File: config.mk
export PLATFORM = sky130hd
export DESIGN_NAME = fetch_queue_flat
export DESIGN_NICKNAME = d
export VERILOG_FILES = /design/src/rtl/fetch_queue_if.sv /design/src/rtl/fetch_queue.sv /design/src/flat_wrapper.sv
export SDC_FILE = /design/constraint.sdc
export NUM_CORES = 1
export LEC_CHECK = 0
export BUFFER_PORTS_ARGS = -buffer_cell sky130_fd_sc_hd__buf_2
export CAP_MARGIN = 10
export CORE_UTILIZATION = 40
export DETAILED_ROUTE_END_ITERATION = 10
export PLACE_DENSITY = 0.69
export SYNTH_ARGS = -nofsm -noshare
export SYNTH_HDL_FRONTEND = slang
export SYNTH_SLANG_ARGS = --single-unit
File: constraint.sdc
create_clock -name clk -period 2.15 [get_ports clk]
set_input_delay 0.1075 -clock clk [delete_from_list [all_inputs] [get_ports clk]]
set_output_delay 0.1075 -clock clk [all_outputs]
set_load 0.05 [all_outputs]
File: src/rtl/fetch_queue_if.sv
// ---------------------------------------------------------------------------
// fetch_queue_if : instruction SRAM, redirect and decode-handshake signals
// Rev 1.0
// ---------------------------------------------------------------------------
`default_nettype none

interface fetch_queue_if #(
   parameter int BR_WD = 33
);
   logic [BR_WD-1:0] br_bus;
   logic             inst_sram_en;
   logic [3:0]       inst_sram_wen;
   logic [31:0]      inst_sram_addr;
   logic [31:0]      inst_sram_wdata;
   logic [31:0]      inst_sram_rdata;
   logic             out_valid;
   logic             out_ready;
   logic [31:0]      out_pc;
   logic [31:0]      out_inst;
   logic             out_adel;

   modport master (
      input  br_bus,
      input  inst_sram_rdata,
      input  out_ready,
      output inst_sram_en,
      output inst_sram_wen,
      output inst_sram_addr,
      output inst_sram_wdata,
      output out_valid,
      output out_pc,
      output out_inst,
      output out_adel
   );

   modport slave (
      output br_bus,
      output inst_sram_rdata,
      output out_ready,
      input  inst_sram_en,
      input  inst_sram_wen,
      input  inst_sram_addr,
      input  inst_sram_wdata,
      input  out_valid,
      input  out_pc,
      input  out_inst,
      input  out_adel
   );
endinterface

`default_nettype wire

File: src/rtl/fetch_queue.sv
// ---------------------------------------------------------------------------
// fetch_queue : instruction-fetch front end with a DEPTH-entry decode queue
// Rev 1.0
// ---------------------------------------------------------------------------
`default_nettype none

module fetch_queue #(
   parameter logic [31:0] RESET_PC = 32'hbfc0_0000,
   parameter int          DEPTH    = 4,
   parameter int          BR_WD    = 33
) (
   input  wire logic     clk,
   input  wire logic     resetn,
   fetch_queue_if.master bus
);

   localparam int c_ptr_w = $clog2(DEPTH);
   localparam int c_cnt_w = $clog2(DEPTH + 1);
   localparam logic [c_cnt_w:0]    c_depth = (c_cnt_w + 1)'(DEPTH);
   localparam logic [c_ptr_w-1:0]  c_last  = c_ptr_w'(DEPTH - 1);

   typedef struct packed {
      logic [31:0] pc;
      logic [31:0] inst;
      logic        adel;
   } entry_t;

   entry_t               r_mem [DEPTH];
   logic [c_ptr_w-1:0]   r_head;
   logic [c_ptr_w-1:0]   r_tail;
   logic [c_cnt_w-1:0]   r_count;
   logic [31:0]          r_fetch_pc;
   logic                 r_halted;
   logic                 r_rsp_v;
   logic [31:0]          r_rsp_pc;
   logic                 r_rsp_adel;

   logic [BR_WD-1:0]     w_br;
   logic                 w_br_e;
   logic [31:0]          w_br_addr;
   logic [c_cnt_w:0]     w_occ;
   logic                 w_issue;
   logic                 w_aligned;
   logic                 w_valid;
   logic                 w_push;
   logic                 w_pop;
   entry_t               w_head;

   assign w_br      = bus.br_bus;
   assign w_br_e    = w_br[BR_WD-1];
   assign w_br_addr = w_br[31:0];

   // The in-flight response already owns a queue slot, so it counts as occupancy
   assign w_occ     = {1'b0, r_count} + {{c_cnt_w{1'b0}}, r_rsp_v};
   assign w_issue   = !r_halted && !w_br_e && (w_occ < c_depth);
   assign w_aligned = (r_fetch_pc[1:0] == 2'b00);

   assign w_valid   = (r_count != '0);
   assign w_push    = r_rsp_v;
   assign w_pop     = w_valid && bus.out_ready;
   assign w_head    = r_mem[r_head];

   assign bus.inst_sram_en    = resetn && w_issue && w_aligned;
   assign bus.inst_sram_addr  = r_fetch_pc;
   assign bus.inst_sram_wen   = 4'b0;
   assign bus.inst_sram_wdata = 32'b0;

   assign bus.out_valid = w_valid;
   assign bus.out_pc    = w_head.pc;
   assign bus.out_inst  = w_head.inst;
   assign bus.out_adel  = w_head.adel;

   function automatic logic [c_ptr_w-1:0] next_ptr(input logic [c_ptr_w-1:0] ptr);
      return (ptr == c_last) ? '0 : ptr + 1'b1;
   endfunction

   always_ff @(posedge clk or negedge resetn) begin
      if (!resetn) begin
         for (int i = 0; i < DEPTH; i++) begin
            r_mem[i] <= '0;
         end
         r_head     <= '0;
         r_tail     <= '0;
         r_count    <= '0;
         r_fetch_pc <= RESET_PC;
         r_halted   <= 1'b0;
         r_rsp_v    <= 1'b0;
         r_rsp_pc   <= '0;
         r_rsp_adel <= 1'b0;
      end else if (w_br_e) begin
         // Redirect flushes the queue and drops the response arriving now
         r_head     <= r_tail;
         r_count    <= '0;
         r_rsp_v    <= 1'b0;
         r_halted   <= 1'b0;
         r_fetch_pc <= w_br_addr;
      end else begin
         if (w_push) begin
            r_mem[r_tail] <= '{pc:   r_rsp_pc,
                               inst: r_rsp_adel ? 32'b0 : bus.inst_sram_rdata,
                               adel: r_rsp_adel};
            r_tail <= next_ptr(r_tail);
         end
         if (w_pop) begin
            r_head <= next_ptr(r_head);
         end
         if (w_push && !w_pop) begin
            r_count <= r_count + 1'b1;
         end else if (!w_push && w_pop) begin
            r_count <= r_count - 1'b1;
         end

         if (w_issue) begin
            r_rsp_v    <= 1'b1;
            r_rsp_pc   <= r_fetch_pc;
            r_rsp_adel <= !w_aligned;
            if (w_aligned) begin
               r_fetch_pc <= r_fetch_pc + 32'd4;
            end else begin
               r_halted <= 1'b1;
            end
         end else if (w_push) begin
            r_rsp_v <= 1'b0;
         end
      end
   end

endmodule

`default_nettype wire

File: src/flat_wrapper.sv
// flat-port wrapper written by rule: the top's interface ports become plain ports
module fetch_queue_flat 
#(
   parameter logic [31:0] RESET_PC = 32'hbfc0_0000,
   parameter int          DEPTH    = 4,
   parameter int          BR_WD    = 33
)
  (clk, resetn, bus_br_bus, bus_inst_sram_rdata, bus_out_ready, bus_inst_sram_en, bus_inst_sram_wen, bus_inst_sram_addr, bus_inst_sram_wdata, bus_out_valid, bus_out_pc, bus_out_inst, bus_out_adel);
  fetch_queue_if #(.BR_WD(BR_WD)) bus_i ();
  input  wire logic clk;
  input  wire logic resetn;
  input wire logic [$bits(bus_i.br_bus)-1:0] bus_br_bus;
  input wire logic [$bits(bus_i.inst_sram_rdata)-1:0] bus_inst_sram_rdata;
  input wire logic [$bits(bus_i.out_ready)-1:0] bus_out_ready;
  output wire logic [$bits(bus_i.inst_sram_en)-1:0] bus_inst_sram_en;
  output wire logic [$bits(bus_i.inst_sram_wen)-1:0] bus_inst_sram_wen;
  output wire logic [$bits(bus_i.inst_sram_addr)-1:0] bus_inst_sram_addr;
  output wire logic [$bits(bus_i.inst_sram_wdata)-1:0] bus_inst_sram_wdata;
  output wire logic [$bits(bus_i.out_valid)-1:0] bus_out_valid;
  output wire logic [$bits(bus_i.out_pc)-1:0] bus_out_pc;
  output wire logic [$bits(bus_i.out_inst)-1:0] bus_out_inst;
  output wire logic [$bits(bus_i.out_adel)-1:0] bus_out_adel;
  assign bus_i.br_bus = bus_br_bus;
  assign bus_i.inst_sram_rdata = bus_inst_sram_rdata;
  assign bus_i.out_ready = bus_out_ready;
  assign bus_inst_sram_en = bus_i.inst_sram_en;
  assign bus_inst_sram_wen = bus_i.inst_sram_wen;
  assign bus_inst_sram_addr = bus_i.inst_sram_addr;
  assign bus_inst_sram_wdata = bus_i.inst_sram_wdata;
  assign bus_out_valid = bus_i.out_valid;
  assign bus_out_pc = bus_i.out_pc;
  assign bus_out_inst = bus_i.out_inst;
  assign bus_out_adel = bus_i.out_adel;
  fetch_queue #(.RESET_PC(RESET_PC), .DEPTH(DEPTH), .BR_WD(BR_WD)) u_core (.clk(clk), .resetn(resetn), .bus(bus_i));
endmodule
==> results of run 1 <==
## power by group
group	internal (W)	total (W)	switching, W	leakage, nW
sequential	0.00871	0.0103	0.00156	4.31
clock	0.00416	0.00679	0.00263	0.655
combinational	0.00539	0.0126	0.00724	3.87
total	0.0183	0.0297	0.0114	8.84
## stage by stage
stage	setup WS [ns]	TNS (ns)
2_1_floorplan	0.0185	0
3_3_place_gp	0.158	0
3_5_place_dp	0.153	0
4_1_cts	-0.0657	-0.632
5_1_grt	-0.0589	-0.517
6_report	0.0147	0
## cell type report
class                   count  area (um2)
diodes                      1        2.50
clock buffers              56        1170
clock inverters            15         175
fillers                  3095       17500
inverters                  11        41.3
multi-input cells         820        6110
flip-flops and latches    334        8380
well taps                 468         586
repair buffers            294        2650
## worst register-to-register path, cell delays in order (launching register included)
cell	delay (ns)
dfrtp_2	0.40
ha_1	0.24
nand4_1	0.16
nor4_2	0.44
nand2_1	0.20
mux2i_1	0.16
a221o_1	0.32
## sequential cells by signal (all words and copies together), names as in the netlist
| name | flops |
|---|---|
| u_core.r_mem | 260 |
| u_core.bus.inst_sram_addr | 32 |
| u_core.r_rsp_pc | 32 |
| u_core.r_count | 3 |
| u_core.r_head | 2 |
| u_core.r_tail | 2 |
| u_core.r_halted | 1 |
| u_core.r_rsp_adel | 1 |
| u_core.r_rsp_v | 1 |
## final timing paths
check	slack (ns)	from	endpoint
min in group asynchronous	0.29	resetn	u_core.r_mem[205]$_DFFE_PN0P_
hold reg to reg	0.47	u_core.r_mem[29]$_DFFE_PN0P_	u_core.r_mem[29]$_DFFE_PN0P_
hold / removal	0.05	bus_out_ready	u_core.r_count[2]$_DFFE_PN0P_
max in group asynchronous	1.27	resetn	u_core.bus.inst_sram_addr[19]$_DFFE_PN0P_
setup / recovery	0.01	u_core.r_head[0]$_DFFE_PN0P_	bus_out_pc[20]
setup reg to reg	0.12	u_core.bus.inst_sram_addr[2]$_DFFE_PN0P_	u_core.bus.inst_sram_addr[30]$_DFFE_PN0P_
## cell families after synthesis
kind of cell / after synthesis
flip-flops: 334
AO/OA/AOI/OAI: 174
XOR/XNOR: 26
other: 1
adder cells (fa/ha/maj): 7
buffers and inverters: 123
multiplexers: 206
AND/OR/NAND/NOR: 371
## layer usage
layer	up-vias	global-route usage	share of wire
met3	66	0.0425	0.064
li1	4784	-	-
met1	5230	0.268	0.44
met5	-	0	0
met2	321	0.314	0.47
met4	0	0.0645	0.027
## synth_stat cells (all sizes together) (7+ instances only)
| library cell | instances |
|---|---|
| inv | 11 |
| nand2b | 32 |
| nand4 | 10 |
| nor2 | 11 |
| mux2 | 136 |
| o21ai | 156 |
| nor4 | 10 |
| nand3 | 15 |
| mux4 | 65 |
| xnor2 | 11 |
| clkbuf | 55 |
| nand2 | 265 |
| xor2 | 15 |
| dfrtp | 325 |
| and3 | 7 |
| buf | 57 |
| dfstp | 9 |
## timing repair
action / 4_1_cts / 5_1_grt
hold buffers: 65 / 0
hold endpoints to repair: 485 / 0
setup buffers: 6 / 5
setup endpoints to repair: 62 / 53
cloned: 3 / 1
gates resized for setup: 101 / 29
pin swaps: 0 / 0
==> results by group, run 1 <==
Outcome
  • Outcome: finished clean

Critical path
  • WP buf/inv: 3
  • Setup CP Type: flop to primary output
  • Critical Path RT: 2.04 ns
  • Cell mode on critical path: buf_12
  • CP max stage delay: 0.58 ns
  • CP Launch Type: flop
  • Critical path depth in cells: 4
  • Worst Setup End Kind: primary output
  • CP top delay family: multiplexers
  • Worst path arrival time: 2.03 ns
  • Critical path, cell by cell: buf_12, buf_12, mux4_2, buf_8
  • CP max FO: 6
  • CP max stage cell: mux4_2
  • R2R cell count: 6

Cells and area
  • Layout area overhead: 28.2%
  • # nets final: 1575
  • Fin cells: 1999
  • Design area: 0.0191 mm2
  • Share of cells above drive strength 1: 0.344
  • Most common cell after layout, fill and taps aside: dfrtp_1
  • Most frequent cells in the layout: dfrtp_1 (318), nand2_1 (261), o21ai_0 (154), mux2_2 (136), buf_2 (105)
  • Final core occ: 0.522

Worst hold path
  • Hold Path Class: input port to flop
  • Hold Path Stages: 4

Logic synthesis
  • Synth area leaders: dfrtp_1 (55%), mux2_2 (10%), mux4_2 (9.8%), nand2_1 (6.7%), o21ai_0 (5.2%)
  • Avg Cell Area, Syn: between 10 and 15 um2
  • Yosys top cell by area: dfrtp_1
  • Seq/Total Area, Yosys: 0.561
  • Main combinational cell family by area after synthesis: multiplexers
  • Post-synth EDFFs: 0
  • Mapped cell area: 0.0149 mm2
  • Main flop type after synthesis: dfrtp_1
  • Multiplexer area fraction after synthesis: 0.204
  • Post-synthesis compound-gate area fraction: 0.0614
  • Post-synthesis cell type count: 45
  • Flops & latches, synth: 334
  • Synthesis Warnings: 0
  • Yosys top cell area share: 0.545
  • Asr flop ratio synth: 1.00
  • Post-Synth XOR/XNOR Area: 0.0153
  • Simple-gate share of the synthesized area: 0.111
  • Post-Synth Adder-Cell Area: 0.00638
  • Mapped Cells: 1242

Timing
  • Hold slack: a little under 0.05 ns
  • Final setup fails: 0
  • Fmax: 468 MHz
  • Minimum clock period: 2.14 ns
  • Clk_skew: 0.0130 ns
  • Worst-Margin Slew: 0.691 ns
  • Fin. Hold Viols: 0
  • Crit share post-route: 0.993
  • RSZ-0062 raised after global routing: true
  • Slew HR: 0.539
  • Slew Limit Fails: 0

Floorplan
  • Total die area: 0.0381 mm2
  • Die Y: 195 um
  • Initial core utilization: 0.407
  • Die Span X: between 150 and 200 um
  • Row cnt: 70
  • Core Footprint: 0.0366 mm2
  • Boundary Pins: 203

Clock tree
  • H-tree levels: 2
  • CTS tree: done
  • Clock Path Buffers: 3
  • Clock sinks: 334
  • Clock Latency Late Sink: 0.53 ns
  • Root Driver: clkbuf_16
  • TritonCTS Buffers: 39
  • CTS clk-pin slew, worst paths: 0.06 ns

Route
  • Post-Route WL: 36.9 mm
  • DRT Pass-1 Iters: 4
  • # DRC: 0
  • Vias: approximately 10000
  • Vias per inst: between 5 and 6
  • Antenna Nets Post-Route: 0
  • Drt first-iter violations: 513
  • DR WL/cell: 18.5 um

Placement
  • DPL Wire Length: 23.4 mm
  • Area post-placement: ~0.017 mm2
  • Number of instances in the placed design: about 1800
  • GP Congestion: 0.834
  • PortBufs: between 150 and 200

Global routing
  • Gr usage total: 0.197
  • Vias in the first global route: around 11000
  • Initial antenna violation count: 0
  • Largest net degree at the start of global routing: 126
  • Total gr overflow: 0
  • First-pass GRT wire length: 59.3 mm

Power and ir drop
  • Final Power: 0.0297 W
  • Leakage: 8.84 nW
  • Worst vdd ir: 0.000824 V
  • Power per cell area: between 1500 and 2000 mW/mm2

Flow run
  • Max-Cap Viols: 0
(Power assumes the default switching activity.)
==> run 2: changes to the inputs <==
Settings changed: CAP_MARGIN 10 to 40, PLACE_DENSITY 0.69 to unset.
==> results by group, run 2 (synthesis results as in run 1) <==
Route
  • Drt first-iter violations: between 400 and 500
  • DR WL/cell: 18.6 um
  • Vias per inst: between 5 and 6
  • DRT Pass-1 Iters: 5
  • Post-Route WL: 37.2 mm
  • Vias: a little over 10000
  • Antenna Nets Post-Route: 0
  • # DRC: 0

Power and ir drop
  • Power per cell area: 1570 mW/mm2
  • Worst vdd ir: 0.000682 V
  • Final Power: 0.0302 W
  • Leakage: 8.91 nW

Global routing
  • First-pass GRT wire length: 59.8 mm
  • Gr usage total: 0.199
  • Initial antenna violation count: 0
  • Vias in the first global route: between 10000 and 15000
  • Total gr overflow: 0
  • Largest net degree at the start of global routing: 66

Worst hold path
  • Hold Path Class: input port to async pin

Clock tree
  • CTS tree: done
  • H-tree levels: 2
  • Root Driver: clkbuf_16
  • CTS clk-pin slew, worst paths: 0.06 ns
  • Clock Path Buffers: 3
  • Clock sinks: 334
  • Clock Latency Late Sink: 0.53 ns
  • TritonCTS Buffers: 38

Critical path
  • Worst path arrival time: 2.06 ns
  • CP max FO: 9
  • Critical Path RT: between 2 and 2.5 ns
  • CP Launch Type: flop
  • Worst Setup End Kind: primary output
  • Setup CP Type: flop to primary output

Cells and area
  • Fill cells: 3220
  • Share of cells above drive strength 1: 0.343
  • Final core occ: 0.526
  • # diodes: 0
  • Most common cell after layout, fill and taps aside: dfrtp_1
  • Most frequent cells in the layout: dfrtp_1 (318), nand2_1 (261), o21ai_0 (154), mux2_2 (136), buf_2 (99)
  • # nets final: 1578
  • Largest reg by FF count: u_core.r_mem
  • Layout area overhead: 29.0%
  • Largest register FFs: 260

Timing
  • Slew Limit Fails: 0
  • RSZ-0062 raised after global routing: true
  • Minimum clock period: 2.17 ns
  • Worst-Margin Slew: 0.690 ns
  • Fin. Hold Viols: 0
  • Final setup fails: 10
  • Clk_skew: 0.0254 ns
  • Slew HR: 0.540
  • Crit share post-route: 1.01
  • Fmax: between 400 and 500 MHz
  • Hold slack: 0.0783 ns
  • Final worst-path setup slack: -0.0159 ns

Placement
  • PortBufs: 166
  • GP Congestion: 0.844
  • Worst slack, placed: 0.0688 ns
  • DPL Wire Length: 23.7 mm

Floorplan
  • Die Span X: 195 um
  • Row cnt: 70
  • Die Y: 195 um
  • Initial core utilization: 0.407
  • Total die area: 0.0381 mm2
  • Core Footprint: 0.0366 mm2
  • Boundary Pins: 203

Outcome
  • Failing checks: setup timing
  • Outcome: complete, but fails checks

Flow run
  • Max-Cap Viols: 0
[run 2: cell types whose count changed in the layout (fill, tap and decap cells not counted), moves of 3 or more]
cell	before	now
buf_2	105	99
clkinvlp_4	4	0
buf_12	23	17
bufinv_16	3	8
buf_16	1	4
clkbuf_8	13	9
clkbuf_1	4	7
buf_6	45	41
buf_4	47	63
[run 2: where the power goes]
part           switching [W]  internal [W]  total [W]  leakage (nW)
Clock                0.00261       0.00460    0.00721         0.691
Combinational        0.00718       0.00549     0.0127          3.91
Sequential           0.00157       0.00871     0.0103          4.31
[run 2: critical path: stages (launching register included)]
cell and delay (ns):
dfrtp_4 0.47, bufbuf_16 0.32, mux4_2 0.52, buf_4 0.21
[run 2: layer usage]
metal | up-vias | GRT usage | wire length (um)
li1 | 4800 | - | -
met1 | 5163 | 0.277 | 17000
met2 | 275 | 0.320 | 17500
met3 | 62 | 0.0349 | 1780
met4 | 0 | 0.0610 | 906
met5 | - | 0 | 0
[run 2: worst paths after layout]
path,cells after the start,from,end,slack [ns]
setup / recovery,3,u_core.r_head[0]$_DFFE_PN0P_,bus_out_pc[29],-0.02
hold / removal,2,resetn,u_core.r_mem[166]$_DFFE_PN0P_,0.08
setup reg to reg,5,u_core.bus.inst_sram_addr[22]$_DFFE_PN1P_,u_core.bus.inst_sram_addr[31]$_DFFE_PN1P_,0.11
hold reg to reg,2,u_core.r_mem[156]$_DFFE_PN0P_,u_core.r_mem[156]$_DFFE_PN0P_,0.47
max in group asynchronous,3,resetn,u_core.r_mem[180]$_DFFE_PN0P_,1.06
min in group clk,4,bus_br_bus[32],u_core.bus.inst_sram_addr[29]$_DFFE_PN1P_,0.08
[run 2: what timing repair did]
item                                    4_1_cts  5_1_grt
setup buffers                                 5        2
endpoints found under the hold margin       431        0
hold buffers                                 66        0
resized for setup                           111       11
pin swaps                                     0        3
endpoints found under the setup margin       50       67
gates cloned                                  4        3
[run 2: metrics by stage]
| stage | std cells | area, um2 | setup TNS [ns] |
|---|---|---|---|
| after floorplan | 1277 | 15100 | 0 |
| after global placement | 1852 | 16600 | 0 |
| after detailed placement | 1852 | 16600 | 0 |
| after CTS | 1996 | 19100 | -2.42 |
| after global routing | 2000 | 19200 | -2.65 |
| final | 2000 | 19200 | -0.0803 |
[run 2: area by class of cell]
| class | instances | area [um2] | area share |
|---|---|---|---|
| clock inverter | 14 | 278 | 0.0144 |
| inverter | 11 | 41.3 | 0.00215 |
| multi-input combinational | 820 | 6120 | 0.318 |
| sequential | 334 | 8380 | 0.436 |
| clock buffer | 55 | 1130 | 0.0585 |
| timing repair buffer | 298 | 2710 | 0.141 |
| tap | 468 | 586 | 0.0304 |
==> run 3: changes to the inputs <==
Settings changed: REMOVE_ABC_BUFFERS set to 1.
==> results by group, run 3 (synthesis results as in run 1) <==
Outcome
  • Outcome: finished clean

Critical path
  • Setup CP Type: flop to primary output
  • CP max stage cell: mux4_2
  • R2r setup slk: 0.12 ns
  • R2R cell count: 5
  • CP max stage delay: roughly 0.55 ns
  • CP top delay family: multiplexers
  • Worst path arrival time: 2.04 ns
  • Critical path, cell by cell: buf_12, clkbuf_16, mux4_2, buf_6
  • WP buf/inv: 3
  • Worst R2R Start: u_core.bus.inst_sram_addr[22]$_DFFE_PN1P_
  • Critical Path RT: roughly 2.0 ns
  • CP max FO: 9
  • Worst r2r dst: u_core.bus.inst_sram_addr[31]$_DFFE_PN1P_
  • CP Launch Type: flop
  • Worst Setup End Kind: primary output

Route
  • Vias per inst: about 5.1
  • # DRC: 0
  • Drt first-iter violations: 427
  • DR WL/cell: around 19 um
  • Post-Route WL: about 38 mm
  • Antenna Nets Post-Route: 0
  • Vias: 10200
  • DRT Pass-1 Iters: 4

Clock tree
  • H-tree levels: 2
  • Clock Latency Late Sink: around 0.53 ns
  • TritonCTS Buffers: 37
  • Clock Path Buffers: 3
  • CTS clk-pin slew, worst paths: 0.06 ns
  • CTS tree: done
  • Root Driver: clkbuf_16
  • Clock sinks: 334

Placement
  • Area post-placement: 0.0165 mm2
  • GP Congestion: a little under 0.9
  • Number of instances in the placed design: 1840
  • DPL Wire Length: 23.2 mm
  • PortBufs: ~170
  • Worst slack, placed: 0.168 ns

Cells and area
  • Fin cells: 1988
  • # nets final: between 1500 and 2000
  • Design area: 0.0190 mm2
  • Largest reg by FF count: u_core.r_mem
  • Layout area overhead: 27.6%
  • # diodes: 0
  • Largest register FFs: 260
  • Share of cells above drive strength 1: 0.332
  • Most frequent cells in the layout: dfrtp_1 (323), nand2_1 (261), o21ai_0 (154), mux2_2 (136), buf_2 (108)
  • Most common cell after layout, fill and taps aside: dfrtp_1

Timing
  • Slew Limit Fails: 0
  • Clk_skew: roughly 0.017 ns
  • RSZ-0062 raised after global routing: true
  • Minimum clock period: 2.15 ns
  • Fmax: 465 MHz
  • Fin. Hold Viols: 0
  • Final worst-path setup slack: slightly above 0.0005 ns
  • Final setup fails: 0
  • Setup TNS: 0 ns
  • Crit share post-route: 1.00

Global routing
  • Largest net degree at the start of global routing: 82
  • Gr usage total: 0.204
  • First-pass GRT wire length: 60.6 mm
  • Initial antenna violation count: 0
  • Total gr overflow: 0
  • Vias in the first global route: 10600

Floorplan
  • Initial core utilization: 0.407
  • Boundary Pins: 203
  • Die Span X: 195 um
  • Die Y: slightly below 200 um
  • Total die area: around 0.038 mm2
  • Row cnt: 70
  • Core Footprint: 0.0366 mm2

Power and ir drop
  • Leakage: 8.81 nW
  • Power per cell area: 1540 mW/mm2
  • Worst vdd ir: 0.00115 V

Worst hold path
  • Hold Path Class: input port to async pin

Flow run
  • Max-Cap Viols: 0
==> run 3: cell count changes in the layout (fill, tap and decap cells not counted), moves of 3 or more <==
cell       change
dfrtp_1        +5
dfrtp_2        -5
buf_6         +13
buf_4         -33
bufinv_16      -6
buf_8          -3
buf_2          +9
clkbuf_8       +4
==> run 3: worst max-delay path by stage <==
stage / slack [ns] / endpoint / start / cells after the start
CTS: -0.07 / bus_out_pc[6] / u_core.r_head[0]$_DFFE_PN0P_ / 5
global placement: 0.18 / u_core.bus.inst_sram_addr[31]$_DFFE_PN1P_ / u_core.r_count[2]$_DFFE_PN0P_ / 5
floorplan: -1.42 / bus_out_adel / u_core.r_head[0]$_DFFE_PN0P_ / 1
finish: 0.0005 / bus_out_pc[30] / u_core.r_head[0]$_DFFE_PN0P_ / 4
global route: -0.06 / bus_out_pc[12] / u_core.r_head[0]$_DFFE_PN0P_ / 4
detailed placement: 0.17 / u_core.bus.inst_sram_addr[31]$_DFFE_PN1P_ / u_core.bus.inst_sram_addr[22]$_DFFE_PN1P_ / 5
==> run 3: final cells by class <==
class                   count  area [um2]
flip-flops and latches    334        8380
well taps                 468         586
inverters                  11        41.3
clock inverters             9        98.8
clock buffers              59        1180
fillers                  3237       17600
multi-input cells         820        6110
repair buffers            287        2640
==> run 3: timing repair <==
item / 4_1_cts / 5_1_grt
setup buffers: 4 / 4
hold buffers: 67 / 0
hold endpoints to repair: 487 / 0
pin swaps: 1 / 0
setup endpoints to repair: 66 / 60
gates resized for setup: 109 / 12
gates cloned: 3 / 3
==> run 3: report_power, final <==
| group | switching (W) | total, W | internal, W |
|---|---|---|---|
| registers | 0.00153 | 0.0102 | 0.00871 |
| logic | 0.00725 | 0.0126 | 0.00535 |
| clock network | 0.00253 | 0.00654 | 0.00401 |
==> run 3: routing by layer <==
metal,part of all wire,global-route usage,vias up
met4,0.021,0.0510,0
met2,0.47,0.331,269
met3,0.066,0.0489,49
met1,0.44,0.277,5104
li1,-,-,4776
met5,0,0,-
==> run 3: stage by stage <==
step	hold WS, ns	util	power [W]
3_3_place_gp	-0.0201	0.450	0.0211
3_5_place_dp	-0.0217	0.450	0.0214
6_report	0.0375	0.520	0.0294
2_1_floorplan	-0.188	-	0.0182
5_1_grt	0.0333	0.520	0.0311
4_1_cts	0.0179	0.517	0.0295
==> run 3: worst reg2reg max path: stages (launching register included) <==
cell,delay [ns]
dfstp_2,0.57
nand4_1,0.13
or4_4,0.59
nor4_4,0.30
xor2_1,0.09
mux2_2,0.26
